--- config.mk ---
export PLATFORM = sky130hd
export DESIGN_NAME = run_ctrl_flat
export DESIGN_NICKNAME = d
export VERILOG_FILES = /design/src/rtl/run_ctrl_if.sv /design/src/rtl/run_ctrl.sv /design/src/flat_wrapper.sv
export SDC_FILE = /design/constraint.sdc
export NUM_CORES = 1
export LEC_CHECK = 0
export ABC_AREA = 1
export BUFFER_PORTS_ARGS = -buffer_cell sky130_fd_sc_hd__buf_2
export CORE_MARGIN = 1
export CORE_UTILIZATION = 55
export DETAILED_ROUTE_END_ITERATION = 8
export GPL_TIMING_DRIVEN = 0
export PLACE_DENSITY = 0.85
export SLEW_MARGIN = 20
export SYNTH_ARGS = -nofsm -noshare
export SYNTH_HDL_FRONTEND = slang
export SYNTH_SLANG_ARGS = --single-unit
--- constraint.sdc ---
create_clock -name clk -period 4.7 [get_ports clk]
set_input_delay 0.94 -clock clk [delete_from_list [all_inputs] [get_ports clk]]
set_output_delay 0.94 -clock clk [all_outputs]
set_load 0.005 [all_outputs]
--- src/rtl/run_ctrl_if.sv ---
// run_ctrl_if: groups the run controller's control inputs and status outputs.
// The slave modport is the controller's view. The master modport is the
// view of whatever drives the controller.
interface run_ctrl_if #(
  parameter int CHANNELS = 8,
  parameter int TO_W     = 32,
  parameter int STALL_W  = 16
);
  localparam int HW = (CHANNELS > 1) ? $clog2(CHANNELS) : 1;

  logic                start;
  logic [TO_W-1:0]     timeout_cfg;
  logic [STALL_W-1:0]  stall_limit;
  logic [CHANNELS-1:0] halt;
  logic [CHANNELS-1:0] commit;
  logic                mon_err;
  logic                mem_err;

  logic                dut_rst;
  logic [2:0]          state;
  logic                done;
  logic                pass;
  logic [2:0]          fail_code;
  logic [HW-1:0]       halt_ch;
  logic [TO_W-1:0]     run_cycles;

  modport slave (
    input  start, timeout_cfg, stall_limit, halt, commit, mon_err, mem_err,
    output dut_rst, state, done, pass, fail_code, halt_ch, run_cycles
  );

  modport master (
    output start, timeout_cfg, stall_limit, halt, commit, mon_err, mem_err,
    input  dut_rst, state, done, pass, fail_code, halt_ch, run_cycles
  );
endinterface

--- src/rtl/run_ctrl.sv ---
// run_ctrl: sequences one test run of a DUT.
// The sequence is: hold the DUT in reset, run it until a channel halts,
// an error is flagged, the cycle budget runs out or progress stalls,
// then report a terminal PASS or FAIL verdict.
module run_ctrl #(
  parameter int CHANNELS     = 8,
  parameter int TO_W         = 32,
  parameter int RST_CYCLES   = 2,
  parameter int DRAIN_CYCLES = 5,
  parameter int STALL_W      = 16
) (
  input  logic      clk,
  input  logic      rst,
  run_ctrl_if.slave bus
);
  localparam int HW     = (CHANNELS > 1) ? $clog2(CHANNELS) : 1;
  localparam int PH_MAX = (RST_CYCLES > DRAIN_CYCLES) ? RST_CYCLES : DRAIN_CYCLES;
  localparam int PH_W   = (PH_MAX > 1) ? $clog2(PH_MAX) : 1;

  typedef enum logic [2:0] {
    ST_IDLE  = 3'd0,
    ST_RESET = 3'd1,
    ST_RUN   = 3'd2,
    ST_DRAIN = 3'd3,
    ST_PASS  = 3'd4,
    ST_FAIL  = 3'd5
  } state_t;

  typedef enum logic [2:0] {
    FC_NONE    = 3'd0,
    FC_TIMEOUT = 3'd1,
    FC_MON_ERR = 3'd2,
    FC_MEM_ERR = 3'd3,
    FC_STALL   = 3'd4
  } fail_t;

  state_t             state_q, state_d;
  fail_t              code_q, code_d;
  logic [TO_W-1:0]    to_cnt, to_d;
  logic [TO_W-1:0]    run_cyc, cyc_d;
  logic [STALL_W-1:0] stall_lim, lim_d;
  logic [STALL_W-1:0] stall_cnt, stall_d;
  logic [PH_W-1:0]    ph_cnt, ph_d;
  logic [HW-1:0]      halt_ch_q, hch_d;
  logic [HW-1:0]      first_halt;

  // Find the lowest-index channel that is currently asserting halt
  always_comb begin
    first_halt = '0;
    for (int i = CHANNELS - 1; i >= 0; i--) begin
      if (bus.halt[i]) first_halt = HW'(i);
    end
  end

  // Compute the next state and datapath values; RUN checks its exits in fixed priority
  always_comb begin
    state_d = state_q;
    code_d  = code_q;
    to_d    = to_cnt;
    cyc_d   = run_cyc;
    lim_d   = stall_lim;
    stall_d = stall_cnt;
    ph_d    = ph_cnt;
    hch_d   = halt_ch_q;

    if ((state_q == ST_RUN || state_q == ST_DRAIN) && run_cyc != '1)
      cyc_d = run_cyc + TO_W'(1);

    case (state_q)
      ST_IDLE: begin
        if (bus.start) begin
          state_d = ST_RESET;
          to_d    = bus.timeout_cfg;
          lim_d   = bus.stall_limit;
          cyc_d   = '0;
          stall_d = '0;
          ph_d    = '0;
        end
      end
      ST_RESET: begin
        stall_d = '0;
        if (ph_cnt == PH_W'(RST_CYCLES - 1)) begin
          ph_d    = '0;
          state_d = ST_RUN;
        end else begin
          ph_d = ph_cnt + PH_W'(1);
        end
      end
      ST_RUN: begin
        if (bus.commit != '0)
          stall_d = '0;
        else if (stall_cnt != '1)
          stall_d = stall_cnt + STALL_W'(1);

        if (bus.halt != '0) begin
          state_d = ST_PASS;
          hch_d   = first_halt;
        end else if (bus.mon_err) begin
          state_d = ST_DRAIN;
          code_d  = FC_MON_ERR;
          ph_d    = '0;
        end else if (bus.mem_err) begin
          state_d = ST_DRAIN;
          code_d  = FC_MEM_ERR;
          ph_d    = '0;
        end else if (to_cnt == '0) begin
          state_d = ST_FAIL;
          code_d  = FC_TIMEOUT;
        end else if (stall_lim != '0 && stall_cnt == stall_lim) begin
          state_d = ST_FAIL;
          code_d  = FC_STALL;
        end else begin
          to_d = to_cnt - TO_W'(1);
        end
      end
      ST_DRAIN: begin
        if (ph_cnt == PH_W'(DRAIN_CYCLES - 1)) begin
          ph_d    = '0;
          state_d = ST_FAIL;
        end else begin
          ph_d = ph_cnt + PH_W'(1);
        end
      end
      ST_PASS, ST_FAIL: begin
        state_d = state_q;
      end
      default: begin
        state_d = ST_IDLE;
      end
    endcase
  end

  // Register state and datapath; a low rst aborts any run back to IDLE
  always_ff @(posedge clk) begin
    if (!rst) begin
      state_q   <= ST_IDLE;
      code_q    <= FC_NONE;
      to_cnt    <= '0;
      run_cyc   <= '0;
      stall_lim <= '0;
      stall_cnt <= '0;
      ph_cnt    <= '0;
      halt_ch_q <= '0;
    end else begin
      state_q   <= state_d;
      code_q    <= code_d;
      to_cnt    <= to_d;
      run_cyc   <= cyc_d;
      stall_lim <= lim_d;
      stall_cnt <= stall_d;
      ph_cnt    <= ph_d;
      halt_ch_q <= hch_d;
    end
  end

  assign bus.dut_rst    = (state_q == ST_IDLE) || (state_q == ST_RESET);
  assign bus.state      = state_q;
  assign bus.done       = (state_q == ST_PASS) || (state_q == ST_FAIL);
  assign bus.pass       = (state_q == ST_PASS);
  assign bus.fail_code  = code_q;
  assign bus.halt_ch    = halt_ch_q;
  assign bus.run_cycles = run_cyc;
endmodule

--- src/flat_wrapper.sv ---
// flat-port wrapper written by rule: the top's interface ports become plain ports
module run_ctrl_flat 
#(
  parameter int CHANNELS     = 8,
  parameter int TO_W         = 32,
  parameter int RST_CYCLES   = 2,
  parameter int DRAIN_CYCLES = 5,
  parameter int STALL_W      = 16
)
  (clk, rst, bus_start, bus_timeout_cfg, bus_stall_limit, bus_halt, bus_commit, bus_mon_err, bus_mem_err, bus_dut_rst, bus_state, bus_done, bus_pass, bus_fail_code, bus_halt_ch, bus_run_cycles);
  run_ctrl_if #(.CHANNELS(CHANNELS), .TO_W(TO_W), .STALL_W(STALL_W)) bus_i ();
  input  logic clk;
  input  logic rst;
  input wire logic [$bits(bus_i.start)-1:0] bus_start;
  input wire logic [$bits(bus_i.timeout_cfg)-1:0] bus_timeout_cfg;
  input wire logic [$bits(bus_i.stall_limit)-1:0] bus_stall_limit;
  input wire logic [$bits(bus_i.halt)-1:0] bus_halt;
  input wire logic [$bits(bus_i.commit)-1:0] bus_commit;
  input wire logic [$bits(bus_i.mon_err)-1:0] bus_mon_err;
  input wire logic [$bits(bus_i.mem_err)-1:0] bus_mem_err;
  output wire logic [$bits(bus_i.dut_rst)-1:0] bus_dut_rst;
  output wire logic [$bits(bus_i.state)-1:0] bus_state;
  output wire logic [$bits(bus_i.done)-1:0] bus_done;
  output wire logic [$bits(bus_i.pass)-1:0] bus_pass;
  output wire logic [$bits(bus_i.fail_code)-1:0] bus_fail_code;
  output wire logic [$bits(bus_i.halt_ch)-1:0] bus_halt_ch;
  output wire logic [$bits(bus_i.run_cycles)-1:0] bus_run_cycles;
  assign bus_i.start = bus_start;
  assign bus_i.timeout_cfg = bus_timeout_cfg;
  assign bus_i.stall_limit = bus_stall_limit;
  assign bus_i.halt = bus_halt;
  assign bus_i.commit = bus_commit;
  assign bus_i.mon_err = bus_mon_err;
  assign bus_i.mem_err = bus_mem_err;
  assign bus_dut_rst = bus_i.dut_rst;
  assign bus_state = bus_i.state;
  assign bus_done = bus_i.done;
  assign bus_pass = bus_i.pass;
  assign bus_fail_code = bus_i.fail_code;
  assign bus_halt_ch = bus_i.halt_ch;
  assign bus_run_cycles = bus_i.run_cycles;
  run_ctrl #(.CHANNELS(CHANNELS), .TO_W(TO_W), .RST_CYCLES(RST_CYCLES), .DRAIN_CYCLES(DRAIN_CYCLES), .STALL_W(STALL_W)) u_core (.clk(clk), .rst(rst), .bus(bus_i));
endmodule
==> flow_metrics.tcl, run 1 <==
set metrics [dict create \
    cts_resized 0 \
    via_count 7777 \
    grt_pass1_wl_mm 33.3 \
    reg2reg_from "u_core.stall_cnt[1]$_SDFFE_PN0P_" \
    ir_drop_uv 286 \
    powerDensity_nw_per_um2 484 \
    synthesis.area_um2 6960 \
    place_congestion 0.951 \
    synth.distinct_cells 42 \
    cp.arrival_ps 2780 \
    hold_violations 0 \
    rows 40 \
    start_util 0.573 \
    critPathBufInv 2 \
    p_total_mw 3.89 \
    finish.utilization 0.662 \
    antenna_cells 0 \
    final_layout_size_suffix_gt1_frac 0.129 \
    drtIter0Drc 611 \
    p_leak_nw 3.61 \
    wl_per_cell_um 14.0 \
    fin_crit_sh 0.528 \
    cts_tree "yes" \
    syn_nets 1237 \
    port_buffers 111 \
    instances_no_fill 1457 \
    finalSetupTns_ps 0 \
    drv_slew 0 \
    grt_pass1_vias 7016 \
    cp_top_family "compound AO/OA/AOI/OAI gates" \
    cts_root_buf "clkbuf_16" \
    crit_path_cell_trace "clkbuf_1 > clkinv_1 > a21oi_1 > o21ai_0 > a21oi_1" \
    core_region_area_um2 12200 \
    worst_hold_path_type "flip-flop to flip-flop" \
    num_io_pins 113 \
    grt_antenna_before_repair 0 \
    synth_ff_type "dfxtp_1" \
    gr-total-overflow 0 \
    synthCells 1162 \
    clk_path_buf_depth 2 \
    reg2reg_to "u_core.stall_cnt[6]$_SDFFE_PN0P_" \
    cp-startpoint "rst" \
    cts.sinks 108 \
    drc 0 \
    finalCriticalPeriod_ps 2480 \
    pre_cts_slack_ps 1920 \
    clk_latency_ps 360 \
    worstMarginPinSlew_ps 705 \
    hp-start "u_core.bus.fail_code[1]$_SDFFE_PN0P_" \
    crit_type "input port to flip-flop" \
    grt_start_max_net_pins 18 \
    cts-htree-levels 3 \
    fin_ws_ps 2220 \
    cts-hold-fix-buffers 0 \
    setup.worst_path.start_class "input port" \
    ant_nets 0 \
    status "finished, final reports clean" \
    syn2layout_area_growth_pct 15.6 \
    r2r.worst_path.cells 12 \
    cpPeakStageDelay_ps 640 \
    r2r_setup_slack_ps 2260 \
    timing.fmax_ghz 0.403 \
    rsz0062_at_grt "no" \
    ys_seq_area_frac 0.311 \
    die_h_um 115 \
    maxCapViolCount 0 \
    dp.cells 1441 \
    dp_hpwl_mm 15.8 \
    synth-edff-count 0 \
    vias_per_cell 5.34 \
    whs_path_depth 2 \
    ys_seq_elements 108 \
    cts_made_buffers 9 \
    slew_headroom 0.530 \
    worst-path-max-fanout 9 \
    synth-warning-count 0 \
    required_ps 4990 \
    cts_setup_buffers 0 \
    syn_area_per_cell_um2 5.99 \
    fin_skew_ps 9.46 \
    setup_viol 0 \
    path_clk_slew_ps 80 \
    wl_mm 20.5 \
    dieArea_um2 13100 \
    holdPathEnd "u_core.bus.fail_code[1]$_SDFFE_PN0P_" \
    slowest_stage "a21oi_1" \
    first_pass_iters 6 \
    ys_async_sr_fraction 0 \
    crit_top_cell "a21oi_1" \
    die_w_um 115 \
    track_usage 0.322 \
    end_kind "flip-flop" \
    finish.net_count 1359 \
]
[power by group]
group | internal (mW) | total, mW | switching, mW
Sequential | 1.09 | 1.26 | 0.168
Clock | 0.468 | 0.832 | 0.364
Combinational | 0.611 | 1.80 | 1.19
Total | 2.17 | 3.89 | 1.72
[worst min-delay path: cells and delay by family, from the launching register on]
family	cells	cell delay (ps)
DFF	1	320
and+or+nand+nor	1	60
AOI/OAI and AO/OA	1	50
[layer usage]
layer,vias up,part of all wire,global-route usage
met5,-,0,0
met4,0,0.029,0.133
met3,42,0.064,0.0524
met2,289,0.47,0.538
met1,3485,0.44,0.411
li1,3961,-,-
[per-stage QoR]
step	hold WS [ps]	instance area (µm²)
2_1_floorplan	455	6960
3_3_place_gp	458	7730
3_5_place_dp	463	7730
4_1_cts	474	8050
5_1_grt	506	8050
6_report	478	8050
[state kept, by name, indices dropped and copies added, names as in the netlist]
name	count
u_core.stall_lim	16
u_core.to_cnt	32
u_core.bus.run_cycles	32
u_core.stall_cnt	16
u_core.bus.fail_code	3
u_core.ph_cnt	3
u_core.bus.halt_ch	3
u_core.bus.state	3
[cell families after synthesis]
| kind of cell | synth area share |
|---|---|
| simple gates | 0.417 |
| compound gates | 0.124 |
| buf+inv | 0.0915 |
| flops | 0.311 |
| xor+xnor | 0.0453 |
| fa+ha+maj | 0.0108 |
| mux | 0.00144 |
[worst max path at each step]
stage | end | slack [ps] | cells past startpoint
2_1_floorplan | u_core.to_cnt[16]$_SDFFE_PN0P_ | 2510 | 9
3_3_place_gp | u_core.stall_cnt[5]$_SDFFE_PN0P_ | 1920 | 8
3_5_place_dp | u_core.stall_cnt[5]$_SDFFE_PN0P_ | 1920 | 8
4_1_cts | u_core.stall_cnt[5]$_SDFFE_PN0P_ | 2300 | 8
5_1_grt | u_core.stall_cnt[6]$_SDFFE_PN0P_ | 2050 | 12
6_report | u_core.stall_cnt[5]$_SDFFE_PN0P_ | 2220 | 5
[cells in the mapped netlist, types with 2 or more instances]
| library cell | instances | area share |
|---|---|---|
| nor2_1 | 196 | 0.11 |
| buf_4 | 3 | 0.0032 |
| nor4_1 | 2 | 0.0018 |
| inv_2 | 3 | 0.0016 |
| buf_2 | 11 | 0.0079 |
| a31oi_1 | 3 | 0.0027 |
| dfxtp_1 | 108 | 0.31 |
| xor2_1 | 26 | 0.033 |
| ha_1 | 6 | 0.011 |
| or2_2 | 5 | 0.0045 |
| nand3_1 | 66 | 0.047 |
| o21bai_1 | 6 | 0.0065 |
| inv_1 | 108 | 0.058 |
| nand4_1 | 20 | 0.018 |
| nand2_2 | 3 | 0.0027 |
| nor3_1 | 35 | 0.025 |
| nor2_2 | 3 | 0.0027 |
| o21ai_0 | 50 | 0.036 |
| buf_6 | 6 | 0.0097 |
| a21oi_1 | 91 | 0.065 |
| o31ai_1 | 6 | 0.0065 |
| clkbuf_1 | 18 | 0.0097 |
| nand3b_1 | 4 | 0.0043 |
| nand2_1 | 356 | 0.19 |
| xnor2_1 | 10 | 0.013 |
[layout make-up]
| cell class | count | area, µm² |
|---|---|---|
| clock buffers | 10 | 229 |
| repair buffers | 111 | 556 |
| flip-flops and latches | 108 | 2160 |
| well taps | 168 | 210 |
| fillers | 1181 | 4120 |
| plain buffers | 39 | 216 |
| multi-input cells | 903 | 4160 |
| inverters | 112 | 420 |
| clock inverters | 6 | 88.8 |
[cell usage in the layout (no fill, tap or decap), types with 10 or more instances in the layout]
| master | n |
|---|---|
| nor3_1 | 35 |
| xnor2_1 | 10 |
| inv_1 | 108 |
| dfxtp_1 | 108 |
| clkbuf_1 | 19 |
| nand4_1 | 20 |
| xor2_1 | 26 |
| buf_2 | 122 |
| nand2_1 | 356 |
| nor2_1 | 196 |
| nand3_1 | 66 |
| a21oi_1 | 91 |
| o21ai_0 | 50 |
(Power assumes the default switching activity.)
==> run 2: changes to the inputs <==
Settings changed: ABC_AREA 1 to 0, PLACE_DENSITY 0.85 to 0.86.
Clock period 4.7 ns to 2.4 ns, I/O delays scaled along.
==> run 2 against run 1 <==
  * Utilization grew 5.2 points
  * Sequential share of layout area grew 2.7 points
  * Cell area fell by 8.1%
  * Area after synthesis is 15% lower
  * Highest routed layer unchanged
  * The flow now finishes with violations (negative setup slack)
  * Register-to-register slack lost 2700 ps
  * Sequential power increased by 87%
  * Largest cell class unchanged
  * Clock skew rose by 7.3 ps
  * Non-clock buffer count up 27
==> flow_metrics.tcl, run 2 <==
set metrics [dict create \
    comb_power_share 0.548 \
    rsz0062_at_grt "yes" \
    synth-edff-count 0 \
    grt_antenna_before_repair 0 \
    gr-total-overflow 0 \
    port_buffers 111 \
    syn_area_per_cell_um2 7.63 \
    vias_per_cell 6.26 \
    grt_start_max_net_pins 18 \
    grt_pass1_vias 6025 \
    violations "negative setup slack" \
    crit_type "flip-flop to flip-flop" \
    ys_async_sr_fraction 0 \
    synth.distinct_cells 60 \
    dp_hpwl_mm 12.1 \
    slew_headroom 0.466 \
    required_ps 2650 \
    crit_top_cell "or3_4" \
    synthCells 772 \
    worst_hold_path_type "input port to flip-flop" \
    die_h_um 106 \
    wl_mm 18.7 \
    drtIter0Drc 538 \
    powerDensity_nw_per_um2 1010 \
    crit_path_cell_trace "buf_4 > nor4_1 > nand4_1 > or3_4 > or3_4 > or2_1 > a21oi_2 > o32ai_2" \
    cts_tree "yes" \
    yosys.area.top_type "dfxtp_1" \
    final_cell_mix "112 x buf_2, 99 x nand2_1, 95 x dfxtp_1" \
    rows 37 \
    setup_viol 38 \
    synth-warning-count 0 \
    p_leak_nw 2.78 \
    cp.arrival_ps 3110 \
    seq_power_share 0.315 \
    final_common_cell "buf_2" \
    clk_path_buf_depth 2 \
    syn_nets 847 \
    clk_latency_ps 390 \
    path_clk_slew_ps 100 \
    met2_length_mm 8.64 \
    drv_slew 0 \
    final_layout_size_suffix_gt1_frac 0.290 \
    first_pass_iters 5 \
    worstMarginPinSlew_ps 794 \
    drc 0 \
    synth_commonest_cells "108 x dfxtp_1, 104 x nand2_1, 90 x nor2_1" \
    wl_met3_mm 1.83 \
    ant_nets 0 \
    yosysMostFrequentCell "dfxtp_1" \
    synth_ff_type "dfxtp_1" \
    grt_pass1_wl_mm 28.4 \
    wl_per_cell_um 17.8 \
    whs_ps 325 \
    synth_top_area_share 0.367 \
    num_io_pins 113 \
    fin_crit_sh 1.19 \
    finish.net_count 990 \
    setup.worst_path.start_class "flip-flop" \
    fin_ws_ps -456 \
    p_int_mw 4.04 \
    p_total_mw 7.46 \
    ys_seq_area_frac 0.367 \
    track_usage 0.320 \
    maxCapViolCount 0 \
    core_region_area_um2 10400 \
    cts-htree-levels 3 \
    antenna_cells 0 \
    slowest_stage "nor4_1" \
    start_util 0.568 \
    worst-path-max-fanout 4 \
    switching_share 0.458 \
    wirelength_met1_mm 7.45 \
    finish.utilization 0.713 \
    cts.sinks 108 \
    ys_seq_elements 108 \
    end_kind "flip-flop" \
    fin_skew_ps 16.7 \
    hold_violations 0 \
    pwr-share-clk 0.137 \
    syn2layout_area_growth_pct 25.6 \
    via_count 6607 \
    top_layer_used "met4" \
    synthesis.area_um2 5890 \
    timing.fmax_ghz 0.350 \
    finalCriticalPeriod_ps 2860 \
    ir_drop_uv 778 \
    place_congestion 0.955 \
    yosys-top-cells-area "dfxtp_1 37%, nand2_1 6.6%, xnor2_1 6.5%, a21oi_1 6.5%, nor2_1 5.7%" \
    die_w_um 106 \
    cts_made_buffers 9 \
    cpPeakStageDelay_ps 540 \
    status "finished, violations left" \
    cts_root_buf "clkbuf_8" \
    dieArea_um2 11100 \
    switching_power_mw 3.41 \
]
[run 2: cell types whose count changed in the layout (fill, tap and decap cells not counted), sizes merged, moves of 34 or more]
cell / previous run / this run
nor2: 200 / 91
nand3: 66 / 27
xnor2: 10 / 44
inv: 111 / 16
nand2: 360 / 105
[run 2: worst paths after layout]
check | cells past startpoint | slack, ps | start | end
min | 3 | 330 | bus_stall_limit[9] | u_core.stall_lim[9]$_SDFFE_PN0P_
max | 8 | -460 | u_core.to_cnt[10]$_SDFFE_PN0P_ | u_core.to_cnt[31]$_SDFFE_PN0P_
min reg2reg | 2 | 500 | u_core.to_cnt[22]$_SDFFE_PN0P_ | u_core.to_cnt[22]$_SDFFE_PN0P_
max reg2reg | 8 | -460 | u_core.to_cnt[10]$_SDFFE_PN0P_ | u_core.to_cnt[31]$_SDFFE_PN0P_
[run 2: kinds of logic (layout without fill, tap and decap cells)]
kind of cell / count (synthesis) / in the layout / share of synthesized area
AO/OA/AOI/OAI: 165 / 165 / 0.178
XOR/XNOR: 54 / 54 / 0.0803
adder cells (fa/ha/maj): 6 / 6 / 0.0127
buffers and inverters: 61 / 209 / 0.0416
flip-flops: 108 / 108 / 0.367
multiplexers: 3 / 3 / 0.00510
AND/OR/NAND/NOR: 375 / 375 / 0.315
[run 2: cell type report]
cell class | count | area, µm²
Clock inverter | 6 | 41.3
Buffer | 40 | 214
Multi-Input combinational cell | 603 | 3810
Fill cell | 823 | 2970
Tap cell | 136 | 170
Sequential cell | 108 | 2190
Inverter | 16 | 60.1
Timing Repair Buffer | 137 | 787
Clock buffer | 10 | 128
[run 2: power by group through the flow]
stage          combinational, mW  clock (mW)  sequential, mW
4_1_cts                     3.51        1.03            2.30
3_5_place_dp                2.98           0            2.32
6_report                    4.08        1.02            2.35
2_1_floorplan               2.21           0            2.26
5_1_grt                     4.33        1.10            2.38
3_3_place_gp                2.94           0            2.32
[run 2: per-stage QoR]
| step | cell area [µm²] | worst slack (ps) | TNS (ps) | instances |
|---|---|---|---|---|
| floorplan | 5910 | -23.7 | -70.9 | 772 |
| global placement | 6640 | -541 | -15120 | 1019 |
| detailed placement | 6640 | -527 | -14980 | 1019 |
| CTS | 7150 | -169 | -3560 | 1046 |
| global route | 7400 | -543 | -13650 | 1056 |
| finish | 7400 | -456 | -10980 | 1056 |
[run 2: repair_timing]
action / 4_1_cts / 5_1_grt
gates resized for setup: 70 / 63
endpoints found under the setup margin: 61 / 85
cloned: 2 / 2
hold buffers: 0 / 0
buffers inserted: 11 / 12
pin swaps: 24 / 24
[run 2: critical path, delay by kind of cell (launching register included)]
family / cells / cell delay, ps
AO/OA/AOI/OAI: 2 / 220
buffers and inverters: 1 / 140
flip-flops: 1 / 370
AND/OR/NAND/NOR: 5 / 2000
[run 2: metal layers]
layer	GRT usage	vias to the layer above
li1	-	3072
met1	0.403	3056
met2	0.517	383
met3	0.0631	96
met4	0.174	0
met5	0	-
